===== src/rtl/mem_port_arbiter.sv =====
// Arbitrates N_CH load/store clients onto one byte-wide RAM/IO bus, one byte beat per cycle.
// Loads are reassembled from beats and sign/zero-extended; rdy_in low freezes the block.
module mem_port_arbiter #(
    parameter int         N_CH       = 2,
    parameter int         ARB_MODE   = 1,
    parameter logic [7:0] FLUSH_MASK = 8'b01
) (
    input  logic                 clk_in,
    input  logic                 rst_in,
    input  logic                 rdy_in,
    input  logic                 flush_in,
    input  logic                 io_buffer_full,
    input  logic [N_CH-1:0]      req_valid,
    input  logic [32*N_CH-1:0]   req_addr,
    input  logic [32*N_CH-1:0]   req_wdata,
    input  logic [N_CH-1:0]      req_r_nw,
    input  logic [3*N_CH-1:0]    req_type,
    output logic [N_CH-1:0]      rsp_done,
    output logic [31:0]          rsp_data,
    output logic                 busy,
    input  logic [7:0]           mem_din,
    output logic [7:0]           mem_dout,
    output logic [31:0]          mem_a,
    output logic                 mem_wr
);
    localparam int CW = (N_CH > 1) ? $clog2(N_CH) : 1;

    typedef enum logic [1:0] {S_IDLE, S_XFER, S_WAIT, S_DONE} state_t;

    state_t          r_state;
    state_t          w_state_nxt;
    logic [31:0]     r_addr;
    logic [31:0]     r_wdata;
    logic [31:0]     r_asm;
    logic            r_r_nw;
    logic [2:0]      r_type;
    logic [CW-1:0]   r_chan;
    logic [CW-1:0]   r_rr_ptr;
    logic [1:0]      r_k;
    logic            r_cap_vld;
    logic [1:0]      r_cap_idx;

    logic            w_grant_vld;
    logic [CW-1:0]   w_grant_idx;
    logic [CW-1:0]   w_base;
    logic [N_CH-1:0] w_rot;
    logic [1:0]      w_last_k;
    logic [31:0]     w_beat_addr;
    logic            w_stall;
    logic            w_flush;
    logic            w_go;
    logic [N_CH-1:0] w_chan_oh;
    logic [31:0]     w_ext;

    // Fixed priority is round-robin with the search always starting just after the last channel.
    always_comb begin
        w_base      = (ARB_MODE == 0) ? CW'(N_CH - 1) : r_rr_ptr;
        w_rot       = N_CH'({req_valid, req_valid} >> (int'(w_base) + 1));
        w_grant_vld = |req_valid;
        w_grant_idx = '0;
        for (int i = N_CH - 1; i >= 0; i--) begin
            if (w_rot[i]) begin
                w_grant_idx = CW'((int'(w_base) + 1 + i) % N_CH);
            end
        end
    end

    always_comb begin
        w_last_k    = (r_type[1:0] == 2'b00) ? 2'd0 : (r_type[1:0] == 2'b01) ? 2'd1 : 2'd3;
        w_beat_addr = r_addr + {30'd0, r_k};
        w_chan_oh   = N_CH'(1) << r_chan;
        w_go        = rdy_in && !rst_in;
        w_stall     = (r_state == S_XFER) && !r_r_nw && (w_beat_addr[17:16] == 2'b11) && io_buffer_full;
        w_flush     = flush_in && r_r_nw && (r_state != S_IDLE) && |(w_chan_oh & FLUSH_MASK[N_CH-1:0]);
        case (r_type)
            3'b000:  w_ext = {{24{r_asm[7]}}, r_asm[7:0]};
            3'b001:  w_ext = {{16{r_asm[15]}}, r_asm[15:0]};
            3'b100:  w_ext = {24'd0, r_asm[7:0]};
            3'b101:  w_ext = {16'd0, r_asm[15:0]};
            default: w_ext = r_asm;
        endcase
    end

    always_comb begin
        w_state_nxt = r_state;
        case (r_state)
            S_IDLE: if (w_grant_vld) w_state_nxt = S_XFER;
            S_XFER: if (!w_stall && (r_k == w_last_k)) w_state_nxt = r_r_nw ? S_WAIT : S_DONE;
            S_WAIT: w_state_nxt = S_DONE;
            S_DONE: w_state_nxt = S_IDLE;
            default: w_state_nxt = S_IDLE;
        endcase
        if (w_flush) begin
            w_state_nxt = S_IDLE;
        end
        busy     = (r_state != S_IDLE);
        mem_a    = (r_state == S_XFER) ? w_beat_addr : 32'd0;
        mem_dout = (r_state == S_XFER) ? r_wdata[{r_k, 3'b000} +: 8] : 8'd0;
        mem_wr   = w_go && (r_state == S_XFER) && !r_r_nw && !w_stall;
        rsp_done = (w_go && (r_state == S_DONE) && !w_flush) ? w_chan_oh : '0;
        rsp_data = (r_state == S_DONE) ? w_ext : 32'd0;
    end

    always_ff @(posedge clk_in) begin
        if (rst_in) begin
            r_state <= S_IDLE;
        end else if (rdy_in) begin
            r_state <= w_state_nxt;
        end
    end

    // Read byte returns the cycle after its beat, so capture is not gated by rdy_in.
    always_ff @(posedge clk_in) begin
        if (rst_in) begin
            r_addr    <= '0;
            r_wdata   <= '0;
            r_asm     <= '0;
            r_r_nw    <= 1'b0;
            r_type    <= '0;
            r_chan    <= '0;
            r_rr_ptr  <= CW'(N_CH - 1);
            r_k       <= '0;
            r_cap_vld <= 1'b0;
            r_cap_idx <= '0;
        end else begin
            if (r_cap_vld) begin
                r_asm[{r_cap_idx, 3'b000} +: 8] <= mem_din;
                r_cap_vld                       <= 1'b0;
            end
            if (rdy_in) begin
                case (r_state)
                    S_IDLE: begin
                        if (w_grant_vld) begin
                            r_addr   <= req_addr[32*int'(w_grant_idx) +: 32];
                            r_wdata  <= req_wdata[32*int'(w_grant_idx) +: 32];
                            r_r_nw   <= req_r_nw[w_grant_idx];
                            r_type   <= req_type[3*int'(w_grant_idx) +: 3];
                            r_chan   <= w_grant_idx;
                            r_rr_ptr <= w_grant_idx;
                            r_k      <= '0;
                        end
                    end
                    S_XFER: begin
                        if (!w_stall && !w_flush) begin
                            if (r_r_nw) begin
                                r_cap_vld <= 1'b1;
                                r_cap_idx <= r_k;
                            end
                            if (r_k != w_last_k) begin
                                r_k <= r_k + 2'd1;
                            end
                        end
                    end
                    default: ;
                endcase
            end
        end
    end
endmodule


===== config.mk =====
export PLATFORM = sky130hd
export DESIGN_NAME = mem_port_arbiter
export DESIGN_NICKNAME = d
export VERILOG_FILES = /design/src/rtl/mem_port_arbiter.sv
export SDC_FILE = /design/constraint.sdc
export NUM_CORES = 1
export LEC_CHECK = 0
export BUFFER_PORTS_ARGS = -buffer_cell sky130_fd_sc_hd__buf_2
export CAP_MARGIN = 20
export CORE_UTILIZATION = 50
export CTS_BUF_LIST = sky130_fd_sc_hd__clkbuf_4
export DETAILED_ROUTE_END_ITERATION = 8
export PLACE_DENSITY = 0.88
export SYNTH_ARGS = -nofsm -noshare
export SYNTH_HDL_FRONTEND = slang
export SYNTH_SLANG_ARGS = --single-unit
export TNS_END_PERCENT = 10

===== constraint.sdc =====
create_clock -name clk_in -period 4.75 [get_ports clk_in]
set_input_delay 0.2375 -clock clk_in [delete_from_list [all_inputs] [get_ports clk_in]]
set_output_delay 0.2375 -clock clk_in [all_outputs]
set_load 0.02 [all_outputs]

---- Yosys cells after proc, flatten, opt, wreduce, memory -nomap -nowiden ----
Cells that the tools add are included.
storage, ports and cells
  register bits after elaboration ......... 109
  bits of input ports ..................... 151
  output and inout port bits .............. 76
  word-level logic and storage cells ...... 95
operators by class
  add/subtract/negate cells ............... 5
  multipliers ............................. 1
  magnitude comparators ................... 1
  eq/ne operators ......................... 15
  shift operators ......................... 8
  multiplexer cells ....................... 22
  bitwise gates (word level) .............. 3
  reduce and logical (&&, ||, !) cells .... 29
operators by type and width
  operator                                                                 count
  32-bit case mux with 4 select lines                                      1
  64-bit by 7-bit variable part select with 32-bit output                  2
  32-bit 2-to-1 mux                                                        2
  32-bit by 2-bit adder with 32-bit output                                 1
  32-bit bitwise mux                                                       1
  8-bit by 7-bit variable shift with 32-bit output, first input constant   1
  32-bit by 6-bit variable part select with 8-bit output                   1
  8-bit by 7-bit variable part select with 32-bit output                   1
  2-bit 2-to-1 mux                                                         9
  1-bit logical AND                                                        14
  8-bit 2-to-1 mux                                                         1
  2-bit case mux with 4 select lines                                       1
  5-bit negator with 7-bit output                                          1
  2-bit == test, second input constant                                     3
  3-bit == test, second input constant                                     2
  1-bit 2-to-1 mux                                                         6
  3-bit AND reduction                                                      2
  6-bit by 4-bit variable part select with 3-bit output                    1
  5-bit AND reduction                                                      1
  2-bit by 1-bit == test with 1-bit output, second input constant          2
  1-bit logical NOT                                                        4
  2-bit logical NOT                                                        2
  2-bit by 1-bit inequality test with 1-bit output, second input constant  2
  2-bit case mux with 2 select lines                                       1
  other kinds (19)                                                         22

---- Longest topological paths before layout ----
Gate-level depths: netlist of the first run.
  depth in word-level cells ............... 9
  depth in mapped cells ................... 9
  gate-level depth less buffers ........... 8

---- Worst setup path after synthesis of the first run ----
No wires, ideal clock.
  kind .................................... register to output
  start point ............................. reg r_k[0]
  end point ............................... out mem_wr
  data arrival time ....................... 2492 ps
  data required time ...................... 4513 ps
  setup slack ............................. 2020 ps
  stages on the path, launching flop included .. 8
  buffers on the path ..................... 0
  path through ............................ dfxtp_1 ha_1 fa_1 nand4_1 nor4_1 xnor2_1 a2111oi_4 nor4b_1
between the ends
  cells in the longest elaborated chain, start to end .. 6
RTL lines
  element                                   RTL line  source
  from (decl)                               39        logic [1:0] r_k;
  from (signal assigned)                    150       r_k <= r_k + 2'd1;
  32-bit by 2-bit adder with 32-bit output  70        w_beat_addr = r_addr + {30'd0, r_k};
  2-bit == test                             73        w_stall = (r_state == S_XFER) && !r_r_nw && (w_beat_addr[17:16] == 2'b11) && io_buffer_full;
  1-bit logical AND (2 in series)           73
  1-bit logical NOT                         99        mem_wr = w_go && (r_state == S_XFER) && !r_r_nw && !w_stall;
  1-bit logical AND                         99
  to (decl)                                 24        output logic mem_wr
Every way passes these cells.

---- Worst setup path in the final report of the first run ----
Ends and elaborated chain as after synthesis.

==> results of run 1 <==
cell type report:
cell class                 instances  area share
multi-input combinational        517       0.480
sequential                       109       0.294
inverter                          26      0.0132
clock inverter                     7      0.0138
tap                              143      0.0241
timing repair buffer             235       0.165
clock buffer                       9     0.00912
final timing paths:
kind                                   from    endpoint  slack, ns  cells past startpoint
worst max register to register       r_k[0]      r_k[0]       1.38                      8
worst min register to register   r_wdata[0]  r_wdata[0]       0.51                      2
worst min-delay path            req_addr[9]   r_addr[9]        0.1                      3
worst max-delay path                 r_k[0]      mem_wr       0.83                      8
state kept, by name, indices dropped and copies added, names as in the netlist:
signal / flops
r_addr: 32
r_asm: 32
r_wdata: 32
r_type: 3
r_cap_idx: 2
r_k: 2
r_state: 2
r_cap_vld: 1
r_chan: 1
r_r_nw: 1
r_rr_ptr: 1
worst register-to-register path, delay by kind of cell, from the launching register on:
kind | cells | cell delay [ns]
xor+xnor | 1 | 0.26
flops | 1 | 0.83
fa+ha+maj | 2 | 0.55
simple gates | 3 | 1.35
compound gates | 2 | 0.31
metal layers:
layer,track usage,share of wire,vias to the layer above
li1,-,-,2918
met1,0.298,0.43,2647
met2,0.434,0.50,199
met3,0.0408,0.051,24
met4,0.0793,0.021,0
met5,0,0,-
cells in the final DEF, fill, tap and decap left out, drive strengths merged, types with 4 or more instances in the layout:
| cell type | count |
|---|---|
| buf | 235 |
| nor2 | 142 |
| dfxtp | 109 |
| mux2i | 71 |
| a211oi | 68 |
| a22oi | 32 |
| inv | 30 |
| a21oi | 27 |
| and2 | 18 |
| o21ai | 17 |
| nand2 | 16 |
| xor2 | 16 |
| nand3 | 14 |
| nand4 | 11 |
| ha | 10 |
| xnor2 | 9 |
| clkbuf | 9 |
| a21boi | 9 |
| mux4 | 8 |
| or3 | 6 |
| nor3 | 4 |
| and3 | 4 |
| nor4b | 4 |
| and4 | 4 |
logic make-up (layout without fill, tap and decap cells):
logic type / after synthesis / after routing / synth area share
AO/OA/AOI/OAI: 162 / 162 / 0.190
XOR/XNOR: 25 / 25 / 0.0364
adder cells (fa/ha/maj): 11 / 11 / 0.0241
buffers and inverters: 77 / 277 / 0.0485
flip-flops: 109 / 109 / 0.363
multiplexers: 79 / 79 / 0.148
AND/OR/NAND/NOR: 240 / 240 / 0.190
synth_stat cells, types with 2 or more instances:
master	count
nor2_1	142
dfxtp_1	109
mux2i_1	71
a211oi_1	68
clkbuf_1	39
a22oi_1	32
a21oi_1	27
inv_1	26
and2_1	18
nand2_1	16
xor2_1	16
o21ai_0	15
nand3_1	13
buf_1	10
ha_1	10
nand4_1	10
a21boi_0	9
xnor2_1	9
mux4_2	8
or3_1	5
and3_1	4
nor3_1	4
nor4b_1	4
and4_1	3
nand2b_1	3
nor4_1	3
or4b_2	3
buf_2	2
nor2b_1	2
or2_2	2
per-stage QoR:
| step | cells | worst slack, ns |
|---|---|---|
| floorplan | 703 | 2.02 |
| global placement | 1028 | 1.48 |
| detailed placement | 1029 | 1.38 |
| CTS | 1045 | 0.802 |
| global route | 1046 | 0.461 |
| finish | 1046 | 0.834 |
power groups by stage:
stage	Clock, mW	Sequential, mW	Combinational, mW
floorplan	0	1.07	0.360
global placement	0	1.10	0.479
detailed placement	0	1.11	0.492
CTS	0.558	1.09	0.493
global route	0.590	1.10	0.547
finish	0.541	1.09	0.490
==> flow_summary.toml, run 1 <==
[power]
p_leak_nw = 3.12
p_switching_mw = 0.685
pwr-share-clk = 0.255
p_comb_frac = 0.231
p_per_area_nw_per_um2 = 286
p_int_mw = 1.44
p_total_mw = 2.12
seqPwrFrac = 0.514
switching_share = 0.323
ir_worst_vdd_v = 0.000153

[global_routing]
grt_use_total = 0.244
grt_max_degree = 123
antenna_found_initial = 0
grt_pass1_vias = 5254
grt_pass1_wl_mm = 24.7
grt_overflow_total = 0

[critical_path]
path_cells = "ha_1 > fa_1 > nand4_1 > nor4_1 > xnor2_1 > a2111oi_4 > nor4b_1 > buf_2"
crit_family = "simple AND/OR/NAND/NOR gates"
crit_path_start_kind = "flop"
cp_slowest_stage_delay_ns = 0.83
required_ns = 4.51
path_buf_inv = 1
crit_type = "reg2out"
slowest_stage = "dfxtp_1"
cp-end-kind = "output pin"
arrival_ns = 3.68
path_max_fanout = 14

[detailed_routing]
drc = 12
wl_per_cell_um = 14.7
wirelength_mm = 15.4
vias = 5788
ant_nets = 0
drtIter0Drc = 426
first_pass_iters = 7
via_per_inst = 5.53

[floorplanning]
ios = 227
core_area_um2 = 11600
dieArea_um2 = 12500
die_h_um = 112
die_w_um = 112
rows = 39
initial_core_util = 0.520

[sta]
final_hold_viol_count = 0
fin_crit_ns = 3.92
fin_skew_ns = 0.0170
fmax_mhz = 255
period_share = 0.825
slew_headroom = 0.339
hold_ws_ns = 0.0961
report.final.setup_viol = 0
rsz0062_at_grt = "no"
tightest_slew_ns = 0.990
fin_setup_tns_ns = 0
drv_slew = 0

[cells_and_area]
area_growth_pct = 23.2
nNetsFinal = 1060
fin_util = 0.641
fillers = 1026
drive_above_1_share = 0.303
antenna_cells = 0
finalInstanceArea_um2 = 7410
multi_input_area_um2 = 3560
regArea_um2 = 2180

[place]
placed_area_um2 = 7230
hpwl_mm = 11.5
io_buffers = 226
gp_congestion = 0.833

[clock_tree]
cts_root_buffer = "clkbuf_4"
cts_tree = "built"
cts_resized = 0
cts.sinks = 109
cts_buffer_depth = 2
cts_setup_buffers = 0
cts_max_level = 3
hold_buffers = 0
numCtsBuffers = 9
clkSlewWorstSetupHoldPaths_ns = 0.17
clk_latency_ns = 0.45

[synthesis]
synthCells = 703
synth_seq_area_share = 0.363
postSynthAreaPerCell_um2 = 8.55
syn-cell-area_um2 = 6010
synth_ff_type = "dfxtp_1"
ys_seq_elements = 109
synth_edf_count = 0
yosys_warnings = 0
synth_area_leaders = "dfxtp_1 (36%), mux2i_1 (12%), nor2_1 (8.9%), a211oi_1 (8.5%), a22oi_1 (4.0%)"
synth_nets = 865
synthArstFlopShare = 0
yosys.area.top_type = "dfxtp_1"
synth.top_cell.area_share = 0.363
synth_cell_types = 50

[flow_run]
maxCapViolCount = 0

[worst_hold_path]
min_path_type = "in2reg"

[run_status]
status = "finished, violations left"
violations = "DRC"
(Power assumes the default switching activity.)
==> inputs of run 2 (changes only) <==
==> constraint.sdc (replaced) <==
create_clock -name clk_in -period 4 [get_ports clk_in]
set_input_delay 0.2 -clock clk_in [delete_from_list [all_inputs] [get_ports clk_in]]
set_output_delay 0.2 -clock clk_in [all_outputs]
set_load 0.02 [all_outputs]
==> run 2 against run 1 <==
Net effect: the run still ends with DRC left; hold slack worse by 0.056 ns; combinational power is 21% higher; sequential cell count stayed put; clock power is 4.3% higher; via count is 0.78% higher; sequential share of layout area hardly changed; register-to-register slack worse by 0.46 ns; largest cell class unchanged; largest power group unchanged; highest routed layer unchanged.
==> flow_summary.toml, run 2 (synthesis results as in run 1) <==
[detailed_routing]
wl_per_cell_um = 14.8
vias = 5833
ant_nets = 0
drtIter0Drc = 407
drc = 12
via_per_inst = 5.55
wirelength_mm = 15.5
first_pass_iters = 7

[sta]
period_share = 0.908
final_hold_viol_count = 0
rsz0062_at_grt = "no"
tightest_slew_ns = 1.02
drv_slew = 0
hold_ws_ns = 0.0403
fin_skew_ns = 0.0115
report.final.setup_viol = 0
slew_headroom = 0.315
fin_setup_tns_ns = 0
fmax_mhz = 275
fin_crit_ns = 3.63

[run_status]
status = "finished, violations left"
violations = "DRC"

[cells_and_area]
drive_above_1_share = 0.305
fin_cells = 1051
area_growth_pct = 23.1
largestRegisters = "r_addr: 32 flops, r_asm: 32 flops, r_wdata: 32 flops"
nNetsFinal = 1064
layout_commonest_cell = "buf_2"
finalInstanceArea_um2 = 7400
final_cell_mix = "buf_2 (226), nor2_1 (141), dfxtp_1 (109)"

[power]
pwr-share-clk = 0.230
p_comb_frac = 0.242
ir_worst_vdd_v = 0.000152
seqPwrFrac = 0.527
p_total_mw = 2.45
p_leak_nw = 3.11
p_int_mw = 1.64
switching_share = 0.331
p_per_area_nw_per_um2 = 330
p_switching_mw = 0.810

[clock_tree]
cts_resized = 0
cts.sinks = 109
cts_setup_buffers = 0
cts_root_buffer = "clkbuf_4"
clkSlewWorstSetupHoldPaths_ns = 0.16
cts_buffer_depth = 2
numCtsBuffers = 9
cts_max_level = 3
hold_buffers = 0
clk_latency_ns = 0.46
cts_tree = "built"

[critical_path]
reg2reg_depth = 7
crit_type = "reg2out"
cp-end-kind = "output pin"
required_ns = 3.80
r2r-start = "r_k[1]"
arrival_ns = 3.43
reg2reg_to = "r_k[0]"
path_max_fanout = 15
crit_path_start_kind = "flop"
r2r_slack_ns = 0.92

[place]
dpl.cell_count = 1033
placed_area_um2 = 7250
io_buffers = 226
hpwl_mm = 11.7
gp_congestion = 0.807

[worst_hold_path]
min_path_type = "in2reg"
hold_depth = 3
min_from = "mem_din[7]"
min_to = "r_asm[7]"

[floorplanning]
ios = 227
die_w_um = 112
initial_core_util = 0.520
rows = 39
die_h_um = 112
dieArea_um2 = 12500
core_area_um2 = 11600

[global_routing]
grt_pass1_wl_mm = 25.6
grt_overflow_total = 0
grt_use_total = 0.254
antenna_found_initial = 1
grt_max_degree = 78
grt_pass1_vias = 5499

[flow_run]
maxCapViolCount = 0
run 2: cell types whose count changed in the layout (fill, tap and decap cells not counted):
cell        change
buf_4           +5
clkinvlp_4      +3
buf_12          -1
bufinv_16       -1
clkinv_1        +1
clkinv_2        -1
diode_2         +1
inv_6           -1
inv_8           -1
run 2: worst max-delay path by stage:
| stage | to | from | slack, ns | depth (start not counted) |
|---|---|---|---|---|
| 2_1_floorplan | mem_wr | r_k[0] | 1.31 | 7 |
| 3_3_place_gp | mem_wr | r_k[1] | 1.02 | 7 |
| 3_5_place_dp | mem_wr | r_k[1] | 0.97 | 7 |
| 4_1_cts | mem_wr | r_k[1] | 0.38 | 7 |
| 5_1_grt | mem_wr | r_k[1] | 0.18 | 7 |
| 6_report | mem_wr | r_k[1] | 0.37 | 7 |
run 2: metrics by stage:
step / util / worst slack [ns]
after global placement: 0.627 / 1.02
after floorplan: - / 1.31
after global routing: 0.640 / 0.183
after detailed placement: 0.627 / 0.966
final: 0.640 / 0.367
after CTS: 0.639 / 0.381
run 2: power by group through the flow:
stage / clock network, mW / logic [mW] / registers (mW)
final: 0.564 / 0.593 / 1.29
after global routing: 0.621 / 0.660 / 1.30
after CTS: 0.579 / 0.596 / 1.29
after detailed placement: 0 / 0.594 / 1.31
after global placement: 0 / 0.577 / 1.31
after floorplan: 0 / 0.428 / 1.27
run 2: worst max-delay path: stages (launching register included):
cell and delay, ns:
dfxtp_1 0.77, fa_1 0.35, nand4_1 0.28, nor4_1 0.43
xnor2_1 0.19, a2111oi_4 0.62, nor4b_1 0.13, buf_2 0.20
run 2: area by class of cell:
| type | instances | area [um^2] |
|---|---|---|
| repair buffers | 239 | 1240 |
| well taps | 143 | 179 |
| clock inverters | 7 | 73.8 |
| fillers | 1012 | 4160 |
| clock buffers | 9 | 67.6 |
| diodes | 1 | 2.50 |
| inverters | 26 | 97.6 |
| flip-flops and latches | 109 | 2180 |
| multi-input cells | 517 | 3560 |
run 2: routing by layer:
metal / GRT usage / routed length, um / part of all wire
met5: 0 / 0 / 0
met2: 0.444 / 7590 / 0.49
met1: 0.302 / 6660 / 0.43
met3: 0.0381 / 831 / 0.053
met4: 0.127 / 459 / 0.030
